--- config.mk ---
export PLATFORM = sky130hd
export DESIGN_NAME = mult_32x32_sequencer
export DESIGN_NICKNAME = d
export VERILOG_FILES = /design/src/rtl/maddsub_pkg.sv /design/src/rtl/mult_pp_combine.sv /design/src/rtl/mult_32x32_sequencer.sv
export SDC_FILE = /design/constraint.sdc
export NUM_CORES = 1
export LEC_CHECK = 0
export CORE_MARGIN = 5
export CORE_UTILIZATION = 59
export CTS_BUF_LIST = sky130_fd_sc_hd__clkbuf_16
export DETAILED_ROUTE_END_ITERATION = 8
export PLACE_DENSITY = 0.88
export SYNTH_ARGS = -nofsm -noshare
export SYNTH_HDL_FRONTEND = slang
export SYNTH_SLANG_ARGS = --single-unit
--- constraint.sdc ---
create_clock -name clock -period 12.9 [get_ports clock]
set_input_delay 2.58 -clock clock [delete_from_list [all_inputs] [get_ports clock]]
set_output_delay 2.58 -clock clock [all_outputs]
set_load 0.02 [all_outputs]
--- src/rtl/maddsub_pkg.sv ---
// maddsub_pkg: shared op encodings, FSM states and HI/LO width for the MAddSub multiplier.
package maddsub_pkg;
    localparam int HILO_W = 64;
    localparam logic [2:0] OP_MULT  = 3'b000;
    localparam logic [2:0] OP_MULTU = 3'b001;
    localparam logic [2:0] OP_MADD  = 3'b010;
    localparam logic [2:0] OP_MADDU = 3'b011;
    localparam logic [2:0] OP_MSUB  = 3'b100;
    localparam logic [2:0] OP_MSUBU = 3'b101;
    typedef enum logic [2:0] {ST_IDLE, ST_LOAD, ST_MUL, ST_PROD, ST_SUM} state_t;
    // op[2:1] selects the accumulate class directly; 11 marks the illegal encodings
    typedef enum logic [1:0] {ACC_SET = 2'd0, ACC_ADD = 2'd1, ACC_SUB = 2'd2, ACC_NONE = 2'd3} acc_t;
    function automatic acc_t op_acc(input logic [2:0] op);
        return acc_t'(op[2:1]);
    endfunction
    function automatic logic op_signed(input logic [2:0] op);
        return ~op[0];
    endfunction
endpackage

--- src/rtl/mult_pp_combine.sv ---
// mult_pp_combine: merges four 16x16 partial products, applies the sign and
// folds the product into HI/LO for MULT/MADD/MSUB.
module mult_pp_combine
    import maddsub_pkg::*;
(
    input  logic [31:0]       i_p_ll,
    input  logic [31:0]       i_p_lh,
    input  logic [31:0]       i_p_hl,
    input  logic [31:0]       i_p_hh,
    input  logic              i_neg,
    input  acc_t              i_acc,
    input  logic [HILO_W-1:0] i_hilo,
    output logic [HILO_W-1:0] o_result
);
    logic [32:0]       w_mid;
    logic [HILO_W-1:0] w_prod;
    logic [HILO_W-1:0] w_signed;
    always_comb begin
        w_mid    = {1'b0, i_p_lh} + {1'b0, i_p_hl};
        w_prod   = {i_p_hh, 32'd0} + {15'd0, w_mid, 16'd0} + {32'd0, i_p_ll};
        w_signed = i_neg ? -w_prod : w_prod;
        o_result = i_acc == ACC_ADD ? i_hilo + w_signed :
                   i_acc == ACC_SUB ? i_hilo - w_signed : w_signed;
    end
endmodule

--- src/rtl/mult_32x32_sequencer.sv ---
// mult_32x32_sequencer: steps four DSP48A1 16x16 slices through a 32x32
// multiply and owns the architectural HI/LO pair.
module mult_32x32_sequencer
    import maddsub_pkg::*;
(
    input  logic        clock,
    input  logic        reset,
    input  logic        req_valid,
    output logic        req_ready,
    input  logic [2:0]  req_op,
    input  logic [31:0] req_rs,
    input  logic [31:0] req_rt,
    input  logic        flush,
    input  logic        wr_hi,
    input  logic        wr_lo,
    input  logic [31:0] wr_data,
    output logic [15:0] dsp_al,
    output logic [15:0] dsp_ah,
    output logic [15:0] dsp_bl,
    output logic [15:0] dsp_bh,
    output logic        dsp_cea,
    output logic        dsp_ceb,
    output logic        dsp_cem,
    output logic        dsp_cep,
    output logic        dsp_rst,
    input  logic [31:0] p_ll,
    input  logic [31:0] p_lh,
    input  logic [31:0] p_hl,
    input  logic [31:0] p_hh,
    output logic        busy,
    output logic        done,
    output logic [31:0] hi,
    output logic [31:0] lo
);
    state_t            r_state, w_next;
    acc_t              r_acc;
    logic              r_neg, r_busy, r_done;
    logic [31:0]       r_a, r_b, r_hi, r_lo;
    logic              w_accept, w_sgn;
    logic [31:0]       w_mag_rs, w_mag_rt;
    logic [HILO_W-1:0] w_result;

    assign w_accept = r_state == ST_IDLE && req_valid;
    assign w_sgn    = op_signed(req_op);
    assign w_mag_rs = (w_sgn && req_rs[31]) ? -req_rs : req_rs;
    assign w_mag_rt = (w_sgn && req_rt[31]) ? -req_rt : req_rt;

    always_ff @(posedge clock or posedge reset) begin
        if (reset) begin
            r_state <= ST_IDLE;
            r_busy  <= 1'b0;
            r_done  <= 1'b0;
        end else begin
            r_state <= w_next;
            r_busy  <= w_next != ST_IDLE;
            r_done  <= w_next == ST_SUM;
        end
    end

    always_comb begin
        w_next  = r_state;
        dsp_cea = r_state == ST_LOAD;
        dsp_ceb = r_state == ST_LOAD;
        dsp_cem = r_state == ST_MUL;
        dsp_cep = r_state == ST_PROD;
        dsp_rst = flush && r_state != ST_IDLE;
        case (r_state)
            ST_IDLE: w_next = req_valid ? ST_LOAD : ST_IDLE;
            ST_LOAD: w_next = ST_MUL;
            ST_MUL:  w_next = ST_PROD;
            ST_PROD: w_next = ST_SUM;
            default: w_next = ST_IDLE;
        endcase
        if (dsp_rst) w_next = ST_IDLE;
    end

    always_ff @(posedge clock or posedge reset) begin
        if (reset) begin
            r_acc <= ACC_SET;
            r_neg <= 1'b0;
            r_a   <= '0;
            r_b   <= '0;
            r_hi  <= '0;
            r_lo  <= '0;
        end else begin
            if (w_accept) begin
                r_acc <= op_acc(req_op);
                r_neg <= w_sgn & (req_rs[31] ^ req_rt[31]);
                r_a   <= w_mag_rs;
                r_b   <= w_mag_rt;
            end
            if (wr_hi) r_hi <= wr_data;
            if (wr_lo) r_lo <= wr_data;
            // the result write is placed last so it overrides MTHI/MTLO in SUM
            if (r_state == ST_SUM && !flush && r_acc != ACC_NONE) {r_hi, r_lo} <= w_result;
        end
    end

    mult_pp_combine u_combine (
        .i_p_ll   (p_ll),
        .i_p_lh   (p_lh),
        .i_p_hl   (p_hl),
        .i_p_hh   (p_hh),
        .i_neg    (r_neg),
        .i_acc    (r_acc),
        .i_hilo   ({r_hi, r_lo}),
        .o_result (w_result)
    );

    assign req_ready = r_state == ST_IDLE;
    assign busy      = r_busy;
    assign done      = r_done;
    assign hi        = r_hi;
    assign lo        = r_lo;
    assign dsp_al    = r_a[15:0];
    assign dsp_ah    = r_a[31:16];
    assign dsp_bl    = r_b[15:0];
    assign dsp_bh    = r_b[31:16];
endmodule

==> flow_metrics.py <==
metrics = {
    "logic_synthesis": {
        "primary_flip_flop_cell_chosen_by_synthesis_mapping": "dfrtp_1",
        "post_synth_main_area_contributors": "dfrtp_1 17%, ha_1 11%, a21oi_1 6.6%",
        "syn_area_per_cell_um2": 7.15,
        "post_synth_num_cell_types": 95,
        "number_of_enable_flip_flop_cells_after_synthesis": 0,
        "yosysWarningCount": 0,
        "postSynth.asyncResetShare": 1.00,
        "synth_top_cell_by_area": "dfrtp_1",
        "synth-seq-cells": 136,
        "synth_fp_nets": 3246,
        "synth_top_cell_area_share": 0.168,
        "postSynthCellCount": 2825,
        "post_synth_instance_area_mm2": 0.0202,
        "seq_area_frac_synth": 0.168,
    },
    "global_route": {
        "via_count_of_the_first_global_routing_pass": 22500,
        "antenna_found_initial": 7,
        "grt.overflow.total": 0,
        "grt_pass1_wl_mm": 121,
        "grt_usage": 0.388,
        "grt_max_degree": 124,
    },
    "hold_path": {
        "worstHoldPathType": "register to register",
        "hp-start": "r_b[2]$_DFFE_PP0P_",
    },
    "sta": {
        "worst-slew-pin-transition_ps": 1190,
        "setup_viol_count_final": 0,
        "clock.fmax_mhz": 81.5,
        "slew_headroom": 0.198,
        "timing_hold_violations_final": 0,
        "fin_setup_tns_ps": 0,
        "timing.final.ws_setup_ps": 631,
        "rsz0062_at_grt": "false",
        "min_period_ps": 12270,
        "final_min_period_over_clock_period": 0.951,
        "finalMaxSlewViolations": 0,
        "finClkSkew_ps": 14.5,
    },
    "run_status": {
        "run_status": "finished, final reports clean",
    },
    "setup_path": {
        "timing.critical_path.slowest_stage_cell": "or4_4",
        "critical_path.max_fanout": 10,
        "crit_path_max_incr_delay_ps": 630,
        "critical_path_data_arrival_time_ps": 12560,
        "timing.setup.critical_path_class": "primary input to register",
        "critPathLaunchType": "primary input",
        "path_common_cell": "o21ai_0",
        "endpoint_kind": "register",
        "rr_startpoint": "r_neg$_DFFE_PP0P_",
        "timing.critical_path.from": "p_lh[0]",
        "cp_data_required_time_ps": 13190,
    },
    "power_and_ir_drop": {
        "share_of_total_power_in_the_clock_network": 0.076,
        "vdd_ir_drop_max_mv": 0.252,
        "power_switching_mw": 3.73,
        "power_density_mw_per_mm2": 266,
        "cellLeakagePower_nw": 10.4,
        "switching_share": 0.568,
        "internal_power_mw": 2.83,
        "p_seq_frac": 0.111,
        "combinational_group_share_of_total_power": 0.812,
    },
    "cts": {
        "htreeDepth": 4,
        "ctsRootBufferMaster": "clkbuf_16",
        "clockBufferDepth": 2,
        "tritoncts_clock_tree": "built",
        "numCtsBuffers": 17,
        "clkLatencyLatePin_ps": 460,
        "cts_num_sinks": 136,
        "post_cts_hold_buffer_count": 0,
        "worst_setup_hold_path_clk_slew_ps": 70,
    },
    "floorplanning": {
        "initial_core_utilization": 0.600,
        "die_h_um": 195,
        "core_mm2": 0.0337,
        "placementRows": 67,
        "fp.dieArea_mm2": 0.0380,
        "die_width_um": 195,
        "ioPinCount": 369,
    },
    "drt": {
        "detail_route.wirelength_mm": 78.5,
        "drt.antenna.violating_nets": 0,
        "dr_total_vias": 23200,
        "route.detailed.drc": 0,
        "detail_route.iter0.violations": 2520,
        "vias_per_cell": 6.55,
        "detail_route.first_pass.iterations": 7,
        "wl_per_cell_um": 22.1,
    },
    "placed_design": {
        "hpwlAfterDp_mm": 60.7,
        "gpl.final_weighted_congestion": 1.00,
        "detailed_place.area_mm2": 0.0240,
        "io_buffers": 368,
        "pre_cts_ws_ps": 187,
    },
    "finish": {
        "final_layout_size_suffix_gt1_frac": 0.0391,
        "final_cell_mix": "366 x clkdlybuf4s50_1, 274 x nand2_1, 266 x a21oi_1",
        "syn2layout_area_growth_pct": 22.0,
        "layout.cells.most_common": "clkdlybuf4s50_1",
        "fin_util": 0.732,
        "design_area_mm2": 0.0247,
        "nNetsFinal": 3500,
    },
    "job": {
        "max_cap_viol": 0,
    },
}
-- cells by family (layout without fill, tap and decap cells) --
| family | Yosys count | in the layout | share of synthesized area |
|---|---|---|---|
| mux | 64 | 64 | 0.0320 |
| other cells | 0 | 6 | 0 |
| flops | 136 | 136 | 0.168 |
| xor+xnor | 209 | 209 | 0.0906 |
| compound gates | 998 | 998 | 0.315 |
| buf+inv | 325 | 592 | 0.0614 |
| fa+ha+maj | 188 | 188 | 0.118 |
| simple gates | 905 | 905 | 0.214 |
-- state kept, by name, summed over array words and instances (netlist names) --
register and cells:
hi 32, lo 32, r_a 32, r_b 32, r_state 3, r_acc 2, busy 1, done 1
r_neg 1
-- layer usage --
| layer | GRT usage | vias to the layer above | wire (µm) |
|---|---|---|---|
| met2 | 0.629 | 1361 | 35200 |
| met1 | 0.484 | 10800 | 30300 |
| met3 | 0.0841 | 274 | 8260 |
| met4 | 0.209 | 2 | 4680 |
| li1 | - | 10800 | - |
| met5 | 0 | - | 13 |
-- Yosys cell counts, types with 17 or more instances --
library cell,instances
nand2_1,276
a21oi_1,267
o21ai_0,264
nor2_1,250
ha_1,184
inv_1,169
clkbuf_1,145
xnor2_1,143
dfrtp_1,136
a21o_1,67
xor2_1,66
nor3_1,64
mux2i_1,59
nand3_1,49
a31oi_1,37
nor2b_1,37
a211oi_1,36
o31ai_1,36
o21bai_1,34
nand2b_1,32
and2_1,29
and3_1,28
nor4_1,25
o22ai_1,22
or3_1,22
o21a_1,21
o211ai_1,20
nand4_1,18
or2_2,17
-- per-stage QoR --
step / power (mW) / hold slack (ps) / instances
5_1_grt: 7.02 / 513 / 3545
4_1_cts: 6.39 / 486 / 3539
3_5_place_dp: 5.85 / 470 / 3507
6_report: 6.56 / 479 / 3546
2_1_floorplan: 4.40 / 522 / 2825
3_3_place_gp: 5.73 / 462 / 3507
-- critical path, delay by kind of cell --
family          cells  cell delay, ps
compound gates     23            5150
xor+xnor            4             820
buf+inv             4             820
simple gates        6            1980
fa+ha+maj           4            1200
-- power by group through the flow --
stage | Clock (mW) | Combinational (mW) | Sequential [mW]
3_3_place_gp | 0 | 5.01 | 0.721
3_5_place_dp | 0 | 5.13 | 0.728
4_1_cts | 0.502 | 5.17 | 0.722
2_1_floorplan | 0 | 3.57 | 0.828
6_report | 0.501 | 5.33 | 0.729
5_1_grt | 0.517 | 5.76 | 0.742
-- path summary, 6_finish.rpt --
kind | end | slack (ps) | cells past startpoint
worst min register to register | r_b[2]$_DFFE_PP0P_ | 480 | 2
worst max-delay path | hi[27]$_DFFE_PP0P_ | 630 | 41
worst min-delay path | r_b[2]$_DFFE_PP0P_ | 480 | 2
min in group asynchronous | r_b[7]$_DFFE_PP0P_ | 2620 | 2
max in group asynchronous | r_neg$_DFFE_PP0P_ | 8810 | 3
worst max register to register | hi[31]$_DFFE_PP0P_ | 5580 | 23
-- repair_timing --
item / CTS / global route
endpoints found under the setup margin: 0 / 6
buffers inserted: 0 / 1
resized for setup: 0 / 7
-- layout make-up --
type	instances	area (µm²)
Multi-Input combinational cell	2364	15600
Sequential cell	136	3410
Fill cell	2659	9050
Tap cell	448	561
Clock buffer	17	425
Inverter	170	643
Timing Repair Buffer	390	3840
Antenna cell	6	15.0
Clock inverter	15	134
No activity file was read; power rests on OpenSTA's default activity.
